$ cat config.mk
export PLATFORM = sky130hd
export DESIGN_NAME = pipe_stage_chain
export DESIGN_NICKNAME = d
export VERILOG_FILES = /design/src/rtl/pipe_stage_chain.sv
export SDC_FILE = /design/constraint.sdc
export NUM_CORES = 1
export LEC_CHECK = 0
export ABC_AREA = 0
export BUFFER_PORTS_ARGS = -buffer_cell sky130_fd_sc_hd__buf_2
export CAP_MARGIN = 20
export CORE_ASPECT_RATIO = 2
export CORE_MARGIN = 1
export CORE_UTILIZATION = 23
export CTS_BUF_LIST = sky130_fd_sc_hd__clkbuf_4 sky130_fd_sc_hd__clkbuf_8
export DETAILED_ROUTE_END_ITERATION = 8
export PLACE_DENSITY_LB_ADDON = 0.08
export SYNTH_ARGS = -nofsm -noshare
export SYNTH_HDL_FRONTEND = slang
export SYNTH_SLANG_ARGS = --single-unit
$ cat constraint.sdc
create_clock -name clk -period 1.35 [get_ports clk]
set_input_delay 0.3375 -clock clk [delete_from_list [all_inputs] [get_ports clk]]
set_output_delay 0.3375 -clock clk [all_outputs]
set_load 0.02 [all_outputs]
$ cat src/rtl/pipe_stage_chain.sv
// Elastic pipeline register chain: DEPTH valid/data stages joined by a
// valid/ready handshake. Invalid stages always accept, so bubbles are
// squeezed out while the consumer stalls. A flush clears every valid bit,
// and count reports how many stages hold a beat.
module pipe_stage_chain #(
  parameter int              DW        = 32,
  parameter int              DEPTH     = 2,
  parameter logic [DW-1:0]   RST_VALUE = '0,
  parameter int              CNT_W     = $clog2(DEPTH + 1)
) (
  input  logic             clk,
  input  logic             rstn,
  input  logic             flush,
  input  logic             in_valid,
  output logic             in_ready,
  input  logic [DW-1:0]    in_data,
  output logic             out_valid,
  input  logic             out_ready,
  output logic [DW-1:0]    out_data,
  output logic [CNT_W-1:0] count
);

  logic [DEPTH-1:0] v_q, v_d;
  logic [DW-1:0]    d_q [DEPTH];
  logic [DW-1:0]    d_d [DEPTH];
  logic [DEPTH:0]   rdy;

  // Ready ripples back from the consumer; any empty stage makes everything
  // upstream of it ready.
  always_comb begin
    rdy = '0;
    rdy[DEPTH] = out_ready;
    for (int k = DEPTH - 1; k >= 0; k--) begin
      rdy[k] = !v_q[k] || rdy[k+1];
    end
  end

  // Next state: each ready stage takes its upstream neighbour; data only
  // moves on a valid beat so an empty stage keeps its last payload.
  always_comb begin
    v_d = v_q;
    d_d = d_q;
    if (rdy[0]) begin
      v_d[0] = in_valid;
      if (in_valid) d_d[0] = in_data;
    end
    for (int k = 1; k < DEPTH; k++) begin
      if (rdy[k]) begin
        v_d[k] = v_q[k-1];
        if (v_q[k-1]) d_d[k] = d_q[k-1];
      end
    end
    if (flush) v_d = '0;
  end

  // Stage registers with synchronous active-low reset.
  always_ff @(posedge clk) begin
    if (!rstn) begin
      v_q <= '0;
      for (int k = 0; k < DEPTH; k++) d_q[k] <= RST_VALUE;
    end else begin
      v_q <= v_d;
      d_q <= d_d;
    end
  end

  // Occupancy is a plain popcount of the valid bits.
  always_comb begin
    count = '0;
    for (int k = 0; k < DEPTH; k++) begin
      count = count + CNT_W'(v_q[k]);
    end
  end

  assign in_ready  = rdy[0];
  assign out_valid = v_q[DEPTH-1];
  assign out_data  = d_q[DEPTH-1];

endmodule

# Word level (Yosys, flattened, before mapping)
# Cells that the tools add are included.
dict set report classes {
  addsub 1
  bitwise_logic 1
  n_reduce_logical 7
}
# cell count
set op_table {}
lappend op_table {{$reduce_and A2 Y1} 2}
lappend op_table {{$add A1 B1 Y2} 1}
lappend op_table {{$logic_not A1 Y1} 2}
lappend op_table {{$logic_or A1 B1 Y1} 2}
lappend op_table {{$reduce_or A2 Y1} 1}
lappend op_table {{$not A1 Y1} 1}
dict set report word_totals {
  regBits 66
  out_inout_bits 36
  wordCells 13
}

# Longest topological paths before layout
dict set report depth {
  ltp_word 4
  ltp_mapped 5
}

# Worst setup path after synthesis
# Ideal clock, no wire load.
dict set report synth_path {
  kind {flip-flop to output port}
  start {reg v_q[1]}
  end {out in_ready}
  arrival_ns 1.060
  path_slack_ns -0.048
  stages_incl_launch_ff 5
  n_path_buf 2
  cell_sequence {dfxtp_1 nor2b_4 buf_6 buf_2 nand2_1}
}
dict set report synth_between {
  elab_chain_cells 3
}
# element line
set synth_lines {}
lappend synth_lines {{from (decl)} 23} ;# logic [DEPTH-1:0] v_q, v_d;
lappend synth_lines {{from (signal assigned)} 62} ;# v_q <= v_d;
lappend synth_lines {{$logic_not A1 Y1} 34} ;# rdy[k] = !v_q[k] || rdy[k+1];
lappend synth_lines {{$logic_or A1 B1 Y1 (2 in series)} 34}
lappend synth_lines {{to (decl)} 15} ;# output logic in_ready,
# No other way between the ends.

# Worst setup path after layout
dict set report layout_path {
  start {reg v_q[1]}
  end {reg d_q[59] (netlist bit)}
}
dict set report layout_between {
  elab_chain_cells 4
}
# element line
set layout_lines {}
lappend layout_lines {{$logic_not A1 Y1} 34}
lappend layout_lines {{$logic_or A1 B1 Y1 (2 in series)} 34}
lappend layout_lines {{$reduce_and A2 Y1 (no line)} --}
lappend layout_lines {{to (signal assigned)} 63} ;# d_q <= d_d;
lappend layout_lines {{to (decl)} 24} ;# logic [DW-1:0] d_q [DEPTH];
# No other way between the ends.
# A chain may end at the register's enable or synchronous reset.

==> flow_summary_export.csv <==
group,metric,value,unit
status,outcome,"finished with violations",
status,violations,"negative setup slack",
sta,period_needed,1.42,ns
routing,drt_iter0_drc,112,
setup_path,cp-startpoint,"v_q[1]",
grt,grt_pass1_vias,2343,
grt,use_met2,0.222,
synth,synth_edf_count,0,
sta,rsz0062_at_grt,"true",
sta,finalClockSkew,0.00480,ns
sta,max_freq,704,MHz
grt,grt_util_met1,0.154,
routing,wirelength,8.30,mm
grt,grt_usage,0.132,
setup_path,start_kind,"flip-flop",
final_layout,final_common_cell,"buf_2",
clock_network,clockBufferDepth,2,
routing,drc,0,
setup_path,crit_path_end_kind,"flip-flop",
power,power_density,1180,nW/µm²
synth,yosys_register_bits,66,
setup_path,r2r_start,"v_q[1]",
placement,io_buffers,72,
final_layout,multi_input_area,1130,µm²
placement,place_congestion,0.669,
floorplanning,start_util,0.236,
synth,yosysUniqueCellTypes,20,
synth,syn_avg_cell_area,8.69,µm²
power,clockPowerShare,0.406,
final_layout,stdcell_area,3520,µm²
synth,yosysSeqAreaShare,0.462,
final_layout,drive_gt1_frac,0.310,
final_layout,finalNetCount,415,
routing,vias_per_cell,4.40,
hold_path,hp-class,"input pin to flip-flop",
clock_network,numCtsBuffers,9,
hold_path,hp-start,"in_valid",
power,switching_share,0.246,
floorplanning,die_x,80.9,µm
placement,detailedPlacementHpwl,5.43,mm
floorplanning,core_area,12100,µm²
synth,syn-instance-count,329,
placement,placed_area,3140,µm²
routing,route.vias.total,2321,
grt,grt_max_degree,37,
synth,synth_top_flop_cell,"dfxtp_1",
floorplanning,rows,57,
final_layout,antenna_cells,0,
power,peakVddDrop,0.363,mV
final_layout,regArea,1330,µm²
grt,grt.overflow.total,0,
grt,antenna_found_initial,0,
grt,grtUsageMet3,0.0269,
final_layout,syn_to_final_growth,23.2,%
final_layout,final_cell_mix,"68 x buf_2, 64 x nand2_1, 64 x dfxtp_1, 34 x a21oi_1",
setup_path,path_class,"flip-flop to flip-flop",
clock_network,cts_hold_buffers,0,
setup_path,worstPathArrival,1.69,ns
clock_network,clk_pin_slew,0.07,ns
synth,synth_area,2860,µm²
sta,worstMarginPinSlew,0.380,ns
setup_path,cp_max_fo,7,
final_layout,fillCellCount,1341,
grt,grt_first_pass_wirelength,12.4,mm
routing,wire_per_inst,15.7,µm
floorplanning,die_area,12900,µm²
power,leakagePower,1.55,nW
floorplanning,ios,73,
clock_network,cts_root_buf,"clkbuf_8",
synth,yosysWarnings,0,
routing,dr.pass1.iters,4,
power,p_int,3.14,mW
sta,slew_headroom,0.747,
sta,finalCritPeriodShare,1.05,
routing,drt.antenna.violating_nets,0,
clock_network,htreeDepth,3,
synth,syn_nets,367,
floorplanning,die_y,160,µm
sta,drv_slew,0,
grt,top_usage_layer,"met2",
setup_path,cp.required,1.62,ns
sta,setup-violations-final,29,
clock_network,clkSinkCount,66,
sta,layout_setup_ws,-0.0706,ns
sta,hold_viol_final,0,
sta,tns,-1.14,ns
power,power_frac_seq,0.495,
power,p_switching,1.03,mW
clock_network,cts_tree,"done",
power,combinationalPowerShare,0.099,
job,maxCapViolations,0,
synth,synthArstFlopShare,0,
clock_network,clk_latency,0.34,ns
==> Yosys cell counts, types with 2 or more instances <==
library cell  number  area (µm²)
inv_1              2        7.51
buf_1              7        26.3
buf_12             3        60.1
a21oi_1           34         170
mux2i_1           32         320
buf_4             32         240
nand3_1           32         160
buf_2              9        45.0
dfxtp_1           66        1320
clkbuf_1           7        26.3
o21ai_0           32         160
nand2_1           65         244
==> logic make-up after synthesis <==
family          Yosys count  share of synthesized area
compound gates           67                      0.122
fa+ha+maj                 1                    0.00437
buf+inv                  62                      0.147
flops                    66                      0.462
mux                      32                      0.112
simple gates            101                      0.152
==> critical path, stage by stage, from the launching register on <==
cell and delay (ns):
dfxtp_4 0.36, nor2b_4 0.13, buf_4 0.15, a21boi_4 0.20, buf_6 0.15, clkbuf_16 0.16
mux2i_1 0.19
==> per-stage QoR <==
| stage | hold WS [ns] | instances | setup WS [ns] | total power, mW | utilization |
|---|---|---|---|---|---|
| 2_1_floorplan | 0.435 | 329 | 0.0505 | 2.35 | - |
| 3_3_place_gp | 0.446 | 502 | 0.0754 | 2.48 | 0.259 |
| 3_5_place_dp | 0.449 | 502 | 0.0590 | 2.48 | 0.259 |
| 4_1_cts | 0.210 | 522 | -0.0884 | 4.21 | 0.281 |
| 5_1_grt | 0.214 | 528 | -0.131 | 4.35 | 0.291 |
| 6_report | 0.236 | 528 | -0.0706 | 4.17 | 0.291 |
==> cell type report <==
cell class,instances,area share
flip-flops and latches,66,0.377
clock buffers,12,0.0433
inverters,2,0.00213
multi-input cells,201,0.321
repair buffers,97,0.192
clock inverters,3,0.0114
well taps,147,0.0522
==> what timing repair did <==
| item | 4_1_cts | 5_1_grt |
|---|---|---|
| endpoints found under the hold margin | 0 | 0 |
| cloned | 0 | 3 |
| resized for setup | 12 | 4 |
| pin swaps | 3 | 1 |
| setup buffers | 5 | 3 |
| endpoints found under the setup margin | 3 | 38 |
==> power by group through the flow <==
stage          Sequential [mW]  Combinational (mW)  Clock (mW)
3_5_place_dp              2.11               0.368           0
5_1_grt                   2.07               0.454        1.83
3_3_place_gp              2.11               0.366           0
2_1_floorplan             2.10               0.255           0
6_report                  2.06               0.412        1.69
4_1_cts                   2.06               0.382        1.76
==> worst paths after layout <==
check	to	slack, ns	depth (start not counted)
setup / recovery	d_q[59]	-0.07	6
hold reg to reg	d_q[63]	0.46	2
hold / removal	v_q[0]	0.24	3
setup reg to reg	d_q[59]	-0.07	6
==> sequential cells by signal, indices dropped and copies added, names as in the netlist <==
register / flops
d_q: 32
out_data: 32
v_q: 2
==> routing by layer <==
metal	routed length (µm)	part of all wire
met5	0	0
met4	157	0.019
met3	373	0.045
met2	4380	0.53
met1	3390	0.41
(Power assumes the default switching activity.)
